--- config.mk ---
export PLATFORM = sky130hd
export DESIGN_NAME = exec_arith_unit
export DESIGN_NICKNAME = d
export VERILOG_FILES = /design/src/rtl/exec_arith_unit.sv
export SDC_FILE = /design/constraint.sdc
export NUM_CORES = 2
export LEC_CHECK = 0
export CAP_MARGIN = 20
export CORE_ASPECT_RATIO = 1.1
export CORE_MARGIN = 2
export CORE_UTILIZATION = 30
export DETAILED_ROUTE_END_ITERATION = 8
export DONT_BUFFER_PORTS = 1
export PLACE_DENSITY = 0.43
export SYNTH_ARGS = -nofsm -noshare
export SYNTH_HDL_FRONTEND = slang
export SYNTH_SLANG_ARGS = --single-unit
--- constraint.sdc ---
create_clock -name clk -period 8.5 [get_ports clk]
set_input_delay 1.7 -clock clk [delete_from_list [all_inputs] [get_ports clk]]
set_output_delay 1.7 -clock clk [all_outputs]
set_load 0.02 [all_outputs]
--- src/rtl/exec_arith_unit.sv ---
// Execute-stage arithmetic block: one ALU plus the PC+step and branch-target
// adders, with every result registered. Inputs taken on a rising edge appear
// on the outputs right after that edge.
//
// Handshake: valid_in qualifies a, b, alu_sel, pc and imm in the cycle it is
// high. valid_out is valid_in delayed by one cycle. There is no ready signal
// and no backpressure. While valid_in is low the result registers keep their
// last values and only valid_out drops.
module exec_arith_unit #(
  parameter int WIDTH   = 64,
  parameter int PC_STEP = 4
) (
  input  logic             clk,
  input  logic             rst,
  input  logic             valid_in,
  input  logic [WIDTH-1:0] a,
  input  logic [WIDTH-1:0] b,
  input  logic [3:0]       alu_sel,
  input  logic [WIDTH-1:0] pc,
  input  logic [WIDTH-1:0] imm,
  output logic             valid_out,
  output logic [WIDTH-1:0] alu_out,
  output logic             zero,
  output logic             cout,
  output logic             overflow,
  output logic [WIDTH-1:0] pc_plus4,
  output logic [WIDTH-1:0] branch_target
);

  localparam int SHW = $clog2(WIDTH);

  localparam logic [3:0] OP_AND  = 4'b0000;
  localparam logic [3:0] OP_OR   = 4'b0001;
  localparam logic [3:0] OP_ADD  = 4'b0010;
  localparam logic [3:0] OP_XOR  = 4'b0011;
  localparam logic [3:0] OP_SLL  = 4'b0100;
  localparam logic [3:0] OP_SRL  = 4'b0101;
  localparam logic [3:0] OP_SUB  = 4'b0110;
  localparam logic [3:0] OP_SRA  = 4'b0111;
  localparam logic [3:0] OP_SLT  = 4'b1000;
  localparam logic [3:0] OP_SLTU = 4'b1001;
  localparam logic [3:0] OP_NOR  = 4'b1100;

  logic [WIDTH-1:0] r;
  logic             r_cout;
  logic             r_ovf;
  logic [WIDTH:0]   sum_ext;
  logic [WIDTH:0]   diff_ext;
  logic [SHW-1:0]   shamt;

  // Only the low bits of b select the shift distance.
  assign shamt = b[SHW-1:0];

  // Both carry chains are kept one bit wider so their carry-out is visible.
  assign sum_ext  = {1'b0, a} + {1'b0, b};
  assign diff_ext = {1'b0, a} + {1'b0, ~b} + {{WIDTH{1'b0}}, 1'b1};

  // Combinational ALU result plus carry/overflow flags for ADD and SUB.
  always_comb begin
    r      = '0;
    r_cout = 1'b0;
    r_ovf  = 1'b0;
    case (alu_sel)
      OP_AND:  r = a & b;
      OP_OR:   r = a | b;
      OP_XOR:  r = a ^ b;
      OP_NOR:  r = ~(a | b);
      OP_ADD: begin
        r      = sum_ext[WIDTH-1:0];
        r_cout = sum_ext[WIDTH];
        r_ovf  = (a[WIDTH-1] == b[WIDTH-1]) && (sum_ext[WIDTH-1] != a[WIDTH-1]);
      end
      OP_SUB: begin
        r      = diff_ext[WIDTH-1:0];
        r_cout = diff_ext[WIDTH];
        r_ovf  = (a[WIDTH-1] != b[WIDTH-1]) && (diff_ext[WIDTH-1] != a[WIDTH-1]);
      end
      OP_SLL:  r = a << shamt;
      OP_SRL:  r = a >> shamt;
      OP_SRA:  r = $signed(a) >>> shamt;
      OP_SLT:  r = {{(WIDTH-1){1'b0}}, ($signed(a) < $signed(b))};
      OP_SLTU: r = {{(WIDTH-1){1'b0}}, (a < b)};
      default: r = '0;
    endcase
  end

  // Output registers: cleared by reset, loaded only on a valid cycle.
  always_ff @(posedge clk) begin
    if (rst) begin
      valid_out     <= 1'b0;
      alu_out       <= '0;
      zero          <= 1'b0;
      cout          <= 1'b0;
      overflow      <= 1'b0;
      pc_plus4      <= '0;
      branch_target <= '0;
    end else begin
      valid_out <= valid_in;
      if (valid_in) begin
        alu_out       <= r;
        zero          <= (r == '0);
        cout          <= r_cout;
        overflow      <= r_ovf;
        pc_plus4      <= pc + WIDTH'(PC_STEP);
        branch_target <= pc + (imm << 1);
      end
    end
  end

endmodule

==> impl_metrics.py <==
metrics = {
    "yosys": {
        "synth-edff-count": 0,
        "synthCells": 4543,
        "ys_async_sr_fraction": 0,
        "synth_area_leader_cell": "dfxtp_1",
        "synth-seq-cells": 195,
        "seq_area_frac_synth": 0.118,
        "synthTopCellsByArea": "dfxtp_1 12%, ha_1 10%, mux4_2 8.0%",
        "avgSynthCellArea_um2": 7.30,
        "synth-main-ff-cell": "dfxtp_1",
        "netlist_area_mm2": 0.0331,
        "yosysWarnings": 0,
        "netlist.area_leader.share": 0.118,
        "syn_nets": 5081,
        "ys_types": 95,
    },
    "routing": {
        "vias": 37800,
        "drt-total-wl_um": 206000,
        "drt_iter0_markers": 4446,
        "drc": 0,
        "avgRoutedWirePerCell_um": 35.8,
        "via_per_inst": 6.57,
        "dr.pass1.iters": 6,
        "ant_nets": 0,
    },
    "sta": {
        "hold_viol_final": 0,
        "rsz0062_at_grt": "no",
        "post-route-period-util": 0.815,
        "skew_ns": 0,
        "setup_tns_ns": 0,
        "holdWs_ns": 0.579,
        "maxSlewViolCount": 0,
        "timing.fmax_ghz": 0.144,
        "setup_viol": 0,
        "maxSlewHeadroom": 0.145,
        "max_slew.worst_pin.slew_ns": 1.28,
        "period_needed_ns": 6.93,
        "timing.final.ws_setup_ns": 1.57,
    },
    "floorplanning": {
        "num_io_pins": 459,
        "rows": 127,
        "core_mm2": 0.109,
        "initial_core_util": 0.303,
        "die_h_um": 353,
        "chipWidth_um": 321,
        "dieArea_mm2": 0.113,
    },
    "cts": {
        "clk_pin_slew_ns": 0.08,
        "cts_made_buffers": 17,
        "ctsLongestPathBuffers": 2,
        "cts_tree": "done",
        "ctsRootBufferMaster": "clkbuf_16",
        "cts_sinks": 195,
        "clk_latency_ns": 0.50,
        "post-cts-setup-buffers": 0,
        "htree_levels": 4,
        "cts_resized": 0,
        "cts_hold_buf": 0,
    },
    "place": {
        "hpwl_um": 162000,
        "dp_slack_ns": 1.20,
        "gp_congestion": 1.04,
        "io_buffers": 0,
    },
    "global_routing": {
        "grt_pass1_vias": 35700,
        "grt.total_usage": 0.350,
        "gr-total-overflow": 0,
        "grt_pass1_wl_um": 287000,
        "grt_max_degree": 285,
        "antenna_found_initial": 10,
    },
    "setup_path": {
        "crit_fanout": 6,
        "end_kind": "flip-flop",
        "required_ns": 8.92,
        "start_kind": "primary input",
        "cpMaxStageDelayCell": "o31ai_1",
        "critPathArrivalTime_ns": 7.35,
        "crit_chain": "inv_1 -> ha_1 -> inv_1 -> fa_1 -> nand2b_1 -> a2111oi_0 -> o211a_1 -> o31ai_1 -> o21ai_1 -> a31oi_1 -> o21bai_1 -> mux2i_1 -> and3_1 -> or4b_2 -> nor4_1 -> buf_4 -> and4_1 -> nand4_1 -> o21ai_1",
        "slowest_delay_ns": 0.90,
        "worstSetupPathType": "in2reg",
    },
    "power_and_ir_drop": {
        "power_uw": 4210,
        "power_density_mw_per_mm2": 120,
        "peakVddDrop_uv": 149,
        "power.leakage_uw": 0.0137,
    },
    "outcome": {
        "outcome": "finished clean",
    },
    "final_layout": {
        "area_growth_pct": 5.64,
        "drive_above_1_share": 0.0811,
        "final_nets": 4855,
        "layout_commonest_cell": "nor2_1",
        "fillCellCount": 12000,
        "regArea_mm2": 0.00390,
        "multi_input_area_mm2": 0.0271,
        "final_cell_mix": "530 x nor2_1, 441 x nand2_1, 347 x a21oi_1",
    },
    "min_path": {
        "hold_path.class": "reg2reg",
    },
    "run": {
        "max_cap_violations": 0,
    },
}
[power by group]
part	internal (uW)	leakage (uW)	switching [uW]
clock	435	0.000311	469
sequential	994	0.00161	182
combinational	741	0.0118	1390
total	2170	0.0137	2040
[Yosys cell counts (24+ instances only)]
cell type	n
a2111oi_0	24
a211o_1	26
a211oi_1	164
a21o_1	80
a21oi_1	347
a221oi_1	51
a22oi_1	52
a31oi_1	43
and2_1	29
and3_1	42
buf_1	45
buf_2	35
clkbuf_1	247
dfxtp_1	195
ha_1	272
inv_1	220
mux2_2	39
mux2i_1	150
mux4_2	118
nand2_1	441
nand2b_1	39
nand3_1	125
nand4_1	65
nor2_1	533
nor2b_1	33
nor3_1	107
nor4_1	34
o2111ai_1	24
o211ai_1	67
o21a_1	37
o21ai_0	198
o21bai_1	42
o221ai_1	53
o22ai_1	30
o31ai_1	40
xnor2_1	67
xor2_1	66
[state kept, by name, summed over array words and instances (netlist names)]
| signal | count |
|---|---|
| branch_target | 63 |
| overflow | 1 |
| cout | 1 |
| pc_plus4 | 64 |
| alu_out | 64 |
| zero | 1 |
| valid_out | 1 |
[final timing paths]
kind | start | end | slack [ns] | cells past startpoint
setup / recovery | a[0] | zero$_SDFFE_PP0P_ | 1.57 | 19
hold / removal | pc_plus4[17]$_SDFFE_PP0P_ | pc_plus4[17]$_SDFFE_PP0P_ | 0.58 | 2
setup reg to reg | branch_target[63]$_SDFFE_PP0P_ | branch_target[63]$_SDFFE_PP0P_ | 7.36 | 2
hold reg to reg | pc_plus4[17]$_SDFFE_PP0P_ | pc_plus4[17]$_SDFFE_PP0P_ | 0.58 | 2
[metrics by stage]
stage / utilization / cell area [um2] / std cells
global route: 0.320 / 35000 / 5749
CTS: 0.320 / 35000 / 5749
floorplan: - / 33100 / 4543
detailed placement: 0.314 / 34300 / 5717
finish: 0.320 / 35000 / 5759
global placement: 0.314 / 34300 / 5716
[routing by layer]
metal  wire length [um]  track usage
met5                 47            0
met3              19200       0.0822
met4              12000        0.179
met2              91500        0.549
met1              83500        0.447
[critical path: cells and delay by family]
kind | cells | cell delay, ns
buffers and inverters | 3 | 0.55
and+or+nand+nor | 6 | 1.56
AOI/OAI and AO/OA | 7 | 2.72
muxes | 1 | 0.16
adders and majority gates | 2 | 0.63
[cell type report]
type	count	area share
flip-flops and latches	195	0.111
inverters	227	0.0244
diodes	10	0.000715
clock buffers	17	0.0121
clock inverters	15	0.00629
well taps	1419	0.0507
repair buffers	94	0.0212
multi-input cells	3782	0.773
[kinds of logic (layout without fill, tap and decap cells)]
logic type	Yosys count	after routing	synth area share
xor gates and xnor gates	133	133	0.0351
adders and majority gates	275	275	0.104
AOI/OAI and AO/OA	1488	1488	0.309
other	0	10	0
buffers and inverters	566	353	0.0686
DFF	195	195	0.118
muxes	316	316	0.145
and+or+nand+nor	1570	1570	0.220
Power figures use the tool's default switching activity.
